===== config.mk =====
export PLATFORM = sky130hd
export DESIGN_NAME = stack_mem_ctrl_flat
export DESIGN_NICKNAME = d
export VERILOG_FILES = /design/src/rtl/stack_mem_ctrl_if.sv /design/src/rtl/stack_mem_ctrl.sv /design/src/flat_wrapper.sv
export SDC_FILE = /design/constraint.sdc
export NUM_CORES = 1
export LEC_CHECK = 0
export BUFFER_PORTS_ARGS = -buffer_cell sky130_fd_sc_hd__buf_2
export CORE_MARGIN = 8
export CORE_UTILIZATION = 27
export CTS_CLUSTER_DIAMETER = 50
export DETAILED_ROUTE_END_ITERATION = 8
export GPL_ROUTABILITY_DRIVEN = 1
export PLACE_DENSITY = 0.54
export SETUP_SLACK_MARGIN = 0.2
export SYNTH_ARGS = -nofsm -noshare
export SYNTH_HDL_FRONTEND = slang
export SYNTH_SLANG_ARGS = --single-unit

===== constraint.sdc =====
create_clock -name clk -period 1.8 [get_ports clk]
set_input_delay 0.36 -clock clk [delete_from_list [all_inputs] [get_ports clk]]
set_output_delay 0.36 -clock clk [all_outputs]
set_load 0.05 [all_outputs]

===== src/rtl/stack_mem_ctrl_if.sv =====
// Request/response handshake plus data-memory port of the stack/memory controller.
// The slave modport is the controller's view; the master modport is the requester/memory side.
interface stack_mem_ctrl_if;
   logic       req_valid;
   logic       req_ready;
   logic [1:0] req_op;
   logic [7:0] req_addr;
   logic [7:0] req_data;
   logic       resp_valid;
   logic [7:0] resp_data;
   logic       resp_err;
   logic [7:0] sp;
   logic [7:0] mem_addr;
   logic [7:0] mem_wdata;
   logic       mem_we;
   logic [7:0] mem_rdata;

   modport slave (
      input  req_valid, req_op, req_addr, req_data, mem_rdata,
      output req_ready, resp_valid, resp_data, resp_err, sp,
             mem_addr, mem_wdata, mem_we
   );

   modport master (
      output req_valid, req_op, req_addr, req_data, mem_rdata,
      input  req_ready, resp_valid, resp_data, resp_err, sp,
             mem_addr, mem_wdata, mem_we
   );
endinterface


===== src/rtl/stack_mem_ctrl.sv =====
// Three-phase LOAD/STORE/PUSH/POP controller for a single-port data memory with a
// downward-growing hardware stack.
//
//   state    | meaning
//   ---------+---------------------------------------------------------------
//   S_IDLE   | ready for a request; memory port idle
//   S_ACCESS | memory port driven for the latched op; read data sampled at exit
//   S_RESP   | one-cycle resp_valid pulse with resp_data/resp_err
module stack_mem_ctrl #(
   parameter logic [7:0] SP_INIT  = 8'hFF,
   parameter logic [7:0] SP_LIMIT = 8'hC0
) (
   input logic             clk,
   input logic             reset,
   stack_mem_ctrl_if.slave bus
);

   typedef enum logic [1:0] {
      S_IDLE   = 2'd0,
      S_ACCESS = 2'd1,
      S_RESP   = 2'd2
   } state_t;

   localparam logic [1:0] OP_LOAD  = 2'b00;
   localparam logic [1:0] OP_STORE = 2'b01;
   localparam logic [1:0] OP_PUSH  = 2'b10;
   localparam logic [1:0] OP_POP   = 2'b11;

   state_t     state_q,      state_d;
   logic [1:0] op_q,         op_d;
   logic       err_q,        err_d;
   logic [7:0] sp_q,         sp_d;
   logic [7:0] mem_addr_q,   mem_addr_d;
   logic [7:0] mem_wdata_q,  mem_wdata_d;
   logic       mem_we_q,     mem_we_d;
   logic       resp_valid_q, resp_valid_d;
   logic       resp_err_q,   resp_err_d;
   logic [7:0] resp_data_q,  resp_data_d;

   logic stack_full;
   logic stack_empty;

   assign stack_full  = (sp_q < SP_LIMIT);
   assign stack_empty = (sp_q == SP_INIT);

   always_comb begin
      state_d      = state_q;
      op_d         = op_q;
      err_d        = err_q;
      sp_d         = sp_q;
      mem_addr_d   = mem_addr_q;
      mem_wdata_d  = mem_wdata_q;
      mem_we_d     = mem_we_q;
      resp_valid_d = resp_valid_q;
      resp_err_d   = resp_err_q;
      resp_data_d  = resp_data_q;

      case (state_q)
         S_IDLE: begin
            if (bus.req_valid) begin
               state_d     = S_ACCESS;
               op_d        = bus.req_op;
               mem_wdata_d = bus.req_data;
               err_d       = ((bus.req_op == OP_PUSH) && stack_full) ||
                             ((bus.req_op == OP_POP)  && stack_empty);
               case (bus.req_op)
                  OP_PUSH: mem_addr_d = sp_q;
                  OP_POP:  mem_addr_d = sp_q + 8'd1;
                  default: mem_addr_d = bus.req_addr;
               endcase
               mem_we_d = (bus.req_op == OP_STORE) ||
                          ((bus.req_op == OP_PUSH) && !stack_full);
            end
         end

         S_ACCESS: begin
            state_d      = S_RESP;
            mem_we_d     = 1'b0;
            resp_valid_d = 1'b1;
            resp_err_d   = err_q;
            resp_data_d  = 8'h00;
            // Rejected push/pop leaves sp and resp_data untouched by the access.
            if (!err_q) begin
               case (op_q)
                  OP_PUSH: sp_d = sp_q - 8'd1;
                  OP_POP: begin
                     sp_d        = sp_q + 8'd1;
                     resp_data_d = bus.mem_rdata;
                  end
                  OP_LOAD: resp_data_d = bus.mem_rdata;
                  default: ;
               endcase
            end
         end

         S_RESP: begin
            state_d      = S_IDLE;
            resp_valid_d = 1'b0;
            resp_err_d   = 1'b0;
         end

         default: begin
            state_d      = S_IDLE;
            mem_we_d     = 1'b0;
            resp_valid_d = 1'b0;
            resp_err_d   = 1'b0;
         end
      endcase
   end

   always_ff @(posedge clk or posedge reset) begin
      if (reset) begin
         state_q      <= S_IDLE;
         op_q         <= OP_LOAD;
         err_q        <= 1'b0;
         sp_q         <= SP_INIT;
         mem_addr_q   <= 8'h00;
         mem_wdata_q  <= 8'h00;
         mem_we_q     <= 1'b0;
         resp_valid_q <= 1'b0;
         resp_err_q   <= 1'b0;
         resp_data_q  <= 8'h00;
      end else begin
         state_q      <= state_d;
         op_q         <= op_d;
         err_q        <= err_d;
         sp_q         <= sp_d;
         mem_addr_q   <= mem_addr_d;
         mem_wdata_q  <= mem_wdata_d;
         mem_we_q     <= mem_we_d;
         resp_valid_q <= resp_valid_d;
         resp_err_q   <= resp_err_d;
         resp_data_q  <= resp_data_d;
      end
   end

   assign bus.req_ready  = (state_q == S_IDLE);
   assign bus.resp_valid = resp_valid_q;
   assign bus.resp_data  = resp_data_q;
   assign bus.resp_err   = resp_err_q;
   assign bus.sp         = sp_q;
   assign bus.mem_addr   = mem_addr_q;
   assign bus.mem_wdata  = mem_wdata_q;
   assign bus.mem_we     = mem_we_q;

endmodule

===== src/flat_wrapper.sv =====
// flat-port wrapper written by rule: the top's interface ports become plain ports
module stack_mem_ctrl_flat 
#(
   parameter logic [7:0] SP_INIT  = 8'hFF,
   parameter logic [7:0] SP_LIMIT = 8'hC0
)
  (clk, reset, bus_req_valid, bus_req_op, bus_req_addr, bus_req_data, bus_mem_rdata, bus_req_ready, bus_resp_valid, bus_resp_data, bus_resp_err, bus_sp, bus_mem_addr, bus_mem_wdata, bus_mem_we);
  stack_mem_ctrl_if bus_i ();
  input logic clk;
  input logic reset;
  input wire logic [$bits(bus_i.req_valid)-1:0] bus_req_valid;
  input wire logic [$bits(bus_i.req_op)-1:0] bus_req_op;
  input wire logic [$bits(bus_i.req_addr)-1:0] bus_req_addr;
  input wire logic [$bits(bus_i.req_data)-1:0] bus_req_data;
  input wire logic [$bits(bus_i.mem_rdata)-1:0] bus_mem_rdata;
  output wire logic [$bits(bus_i.req_ready)-1:0] bus_req_ready;
  output wire logic [$bits(bus_i.resp_valid)-1:0] bus_resp_valid;
  output wire logic [$bits(bus_i.resp_data)-1:0] bus_resp_data;
  output wire logic [$bits(bus_i.resp_err)-1:0] bus_resp_err;
  output wire logic [$bits(bus_i.sp)-1:0] bus_sp;
  output wire logic [$bits(bus_i.mem_addr)-1:0] bus_mem_addr;
  output wire logic [$bits(bus_i.mem_wdata)-1:0] bus_mem_wdata;
  output wire logic [$bits(bus_i.mem_we)-1:0] bus_mem_we;
  assign bus_i.req_valid = bus_req_valid;
  assign bus_i.req_op = bus_req_op;
  assign bus_i.req_addr = bus_req_addr;
  assign bus_i.req_data = bus_req_data;
  assign bus_i.mem_rdata = bus_mem_rdata;
  assign bus_req_ready = bus_i.req_ready;
  assign bus_resp_valid = bus_i.resp_valid;
  assign bus_resp_data = bus_i.resp_data;
  assign bus_resp_err = bus_i.resp_err;
  assign bus_sp = bus_i.sp;
  assign bus_mem_addr = bus_i.mem_addr;
  assign bus_mem_wdata = bus_i.mem_wdata;
  assign bus_mem_we = bus_i.mem_we;
  stack_mem_ctrl #(.SP_INIT(SP_INIT), .SP_LIMIT(SP_LIMIT)) u_core (.clk(clk), .reset(reset), .bus(bus_i));
endmodule

==> results.toml <==
[setup_path]
crit_chain = "buf_4"
cpMaxStageDelayCell = "dfstp_2"
cp_max_fo = 10
worstPathRequired_ns = 1.44
cp-end-kind = "output port"
crit_type = "flop to output port"
r2r_slack_ns = 0.28
worstPathArrival_ns = 1.21
critPathMaxStageDelay_ns = 0.67
r2r_end = "u_core.bus.sp[7]"
crit_family = "flip-flops"
path_buf_inv = 1
r2r-start = "u_core.op_q[1]"
r2r_cells = 5
cp-start-kind = "flop"

[sta]
fin_tns_setup_ns = 0
finalCritPeriodShare = 0.8718
rsz0062_at_grt = "true"
fin_crit_ns = 1.569
tightest_slew_ns = 0.4146
slew_violations = 0
fin_skew_ns = 0.007054
setup_viol = 0
slew_headroom = 0.7233
fmax_mhz = 637.3
hold_viol_final = 0

[yosys]
async_reset_ff_frac = 1.000
synth_edf_count = 0
yosysWarnings = 0
synth_ff_type = "dfrtp_1"
synth.cell_area_sq_um = 1917
synth_cell_types = 36
synth_nets = 226
yosysSeqAreaShare = 0.5274
synth.avg_cell_area_sq_um = 9.932
ys_seq_elements = 40
synthCells = 193

[grt]
gr-usage-all-layers = 0.1057
antenna_found_initial = 0
grt_max_degree = 27
grt_pass1_wl_mm = 8.404
first_global_vias = 1581
overflow = 0

[placed_design]
gp_congestion = 0.7629
place_area_sq_um = 2352
port_buffers = 64
place_hpwl_mm = 3.859

[layout]
antenna_cells = 0
fin_util = 0.3712
synthToLayoutAreaGrowth_pct = 32.31
fin_area_sq_um = 2536
nets = 295
drive_gt1_frac = 0.3916

[cts]
root_buffer = "clkbuf_8"
clk_pin_slew_ns = 0.09
cts_num_sinks = 40
numCtsBuffers = 5
htree_levels = 2
clock_latency_ns = 0.30
clock_path_buffers = 2
cts_tree = "built"

[route]
vias = 1580
wirelength_mm = 5.109
route.detailed.drc = 0
drtIter0Drc = 111
via_per_inst = 4.401
wire_per_inst_um = 14.23
dr.pass1.iters = 4
ant_nets = 0

[run]
cap_violations = 0

[pwr]
peakVddDrop_uv = 458.1
leakagePower_nw = 1.214
power.density_nw_per_um2 = 1812

[floorplanning]
core_sq_um = 6832
die_h_um = 100.3
dieArea_sq_um = 10050
die_x_um = 100.3
boundaryPins = 65
rows = 30
initial_core_util = 0.2806

[status]
outcome = "completed"

[worst_hold_path]
hp-class = "input port to asynchronous set/reset pin"
worst min-delay path: stages:
cell and delay (ns):
buf_2 0.09, inv_1 0.06, buf_4 0.23
synthesized netlist by cell type (all sizes together), types with 3 or more instances:
cell | number | share of area
nor3b | 4 | 0.022
dfrtp | 32 | 0.42
clkbuf | 3 | 0.0059
ha | 4 | 0.026
dfstp | 8 | 0.11
nand2 | 45 | 0.088
inv | 6 | 0.012
nand4 | 7 | 0.023
buf | 9 | 0.027
a21oi | 4 | 0.010
xnor2 | 12 | 0.055
o21ai | 18 | 0.047
a22o | 8 | 0.037
nor2 | 10 | 0.020
what timing repair did:
item	CTS	global route
pin swaps	0	2
buffers inserted	0	4
hold buffers	0	0
gates resized for setup	3	9
endpoints found under the setup margin	3	11
worst max-delay path by stage:
stage                            startpoint                endpoint  slack [ns]  cells after the start
after floorplan            u_core.bus.sp[2]  u_core.bus.mem_addr[5]        0.18                      5
after global placement     u_core.bus.sp[2]  u_core.bus.mem_addr[5]        0.26                      4
after detailed placement  u_core.state_q[0]  u_core.bus.mem_addr[3]        0.24                      5
after CTS                  u_core.bus.sp[0]               bus_sp[0]        0.20                      1
after global routing         u_core.op_q[1]        u_core.bus.sp[4]        0.17                      6
final                      u_core.bus.sp[3]               bus_sp[3]        0.23                      1
cells in the final DEF, fill, tap and decap left out, types with 2 or more instances in the layout:
master,Yosys,final
or3_1,2,2
dfstp_2,8,8
nor2_1,10,10
inv_1,5,5
nand4_1,7,7
buf_2,8,59
nand2_1,45,45
nor3b_1,3,2
a21oi_1,4,4
clkbuf_8,0,5
dfrtp_1,32,31
buf_4,0,13
mux2i_1,2,2
xor2_1,2,2
a22o_1,8,8
xnor2_1,12,12
ha_1,4,3
o21ai_0,12,12
o21ai_1,6,6
a21o_1,2,2
per-layer routing:
metal | GRT usage | vias up | routed length [um]
met1 | 0.1339 | 749 | 2383
met5 | 0 | - | 0
met3 | 0.03322 | 6 | 287
met4 | 0.04186 | 0 | 84
met2 | 0.1626 | 34 | 2354
li1 | - | 791 | -
logic make-up (layout without fill, tap and decap cells):
kind of cell | Yosys count | in the layout | share of synthesized area
buf+inv | 18 | 88 | 0.04439
fa+ha+maj | 4 | 4 | 0.02611
simple gates | 77 | 77 | 0.1984
compound gates | 37 | 37 | 0.1234
flops | 40 | 40 | 0.5274
xor+xnor | 14 | 14 | 0.06397
mux | 3 | 3 | 0.01632
power breakdown:
group | switching [W] | total (W) | internal, W
sequential | 0.000338 | 0.00160 | 0.00126
clock | 0.000350 | 0.000768 | 0.000418
combinational | 0.00155 | 0.00223 | 0.000682
metrics by stage:
| step | worst slack, ns | hold slack [ns] | std cells | power, W |
|---|---|---|---|---|
| finish | 0.2308 | 0.07682 | 359 | 0.004597 |
| global route | 0.1676 | 0.08556 | 359 | 0.004877 |
| CTS | 0.2032 | 0.07626 | 355 | 0.004559 |
| detailed placement | 0.2450 | 0.4082 | 347 | 0.003755 |
| global placement | 0.2631 | 0.4001 | 347 | 0.003735 |
| floorplan | 0.1796 | 0.4654 | 193 | 0.003279 |
sequential cells by signal, summed over array words and instances (netlist names):
| name | count |
|---|---|
| u_core.bus.resp_err | 1 |
| u_core.bus.resp_valid | 1 |
| u_core.bus.sp | 8 |
| u_core.state_q | 2 |
| u_core.op_q | 2 |
| u_core.bus.mem_wdata | 8 |
| u_core.err_q | 1 |
| u_core.bus.mem_we | 1 |
| u_core.bus.resp_data | 8 |
| u_core.bus.mem_addr | 8 |
final cells by class:
cell class	count	area, sq um
clock buffers	5	68.82
flip-flops and latches	40	1012
well taps	96	120.1
fillers	731	4295
clock inverters	3	46.29
repair buffers	74	411.6
multi-input cells	135	854.6
inverters	6	22.52
Power figures use the tool's default switching activity.
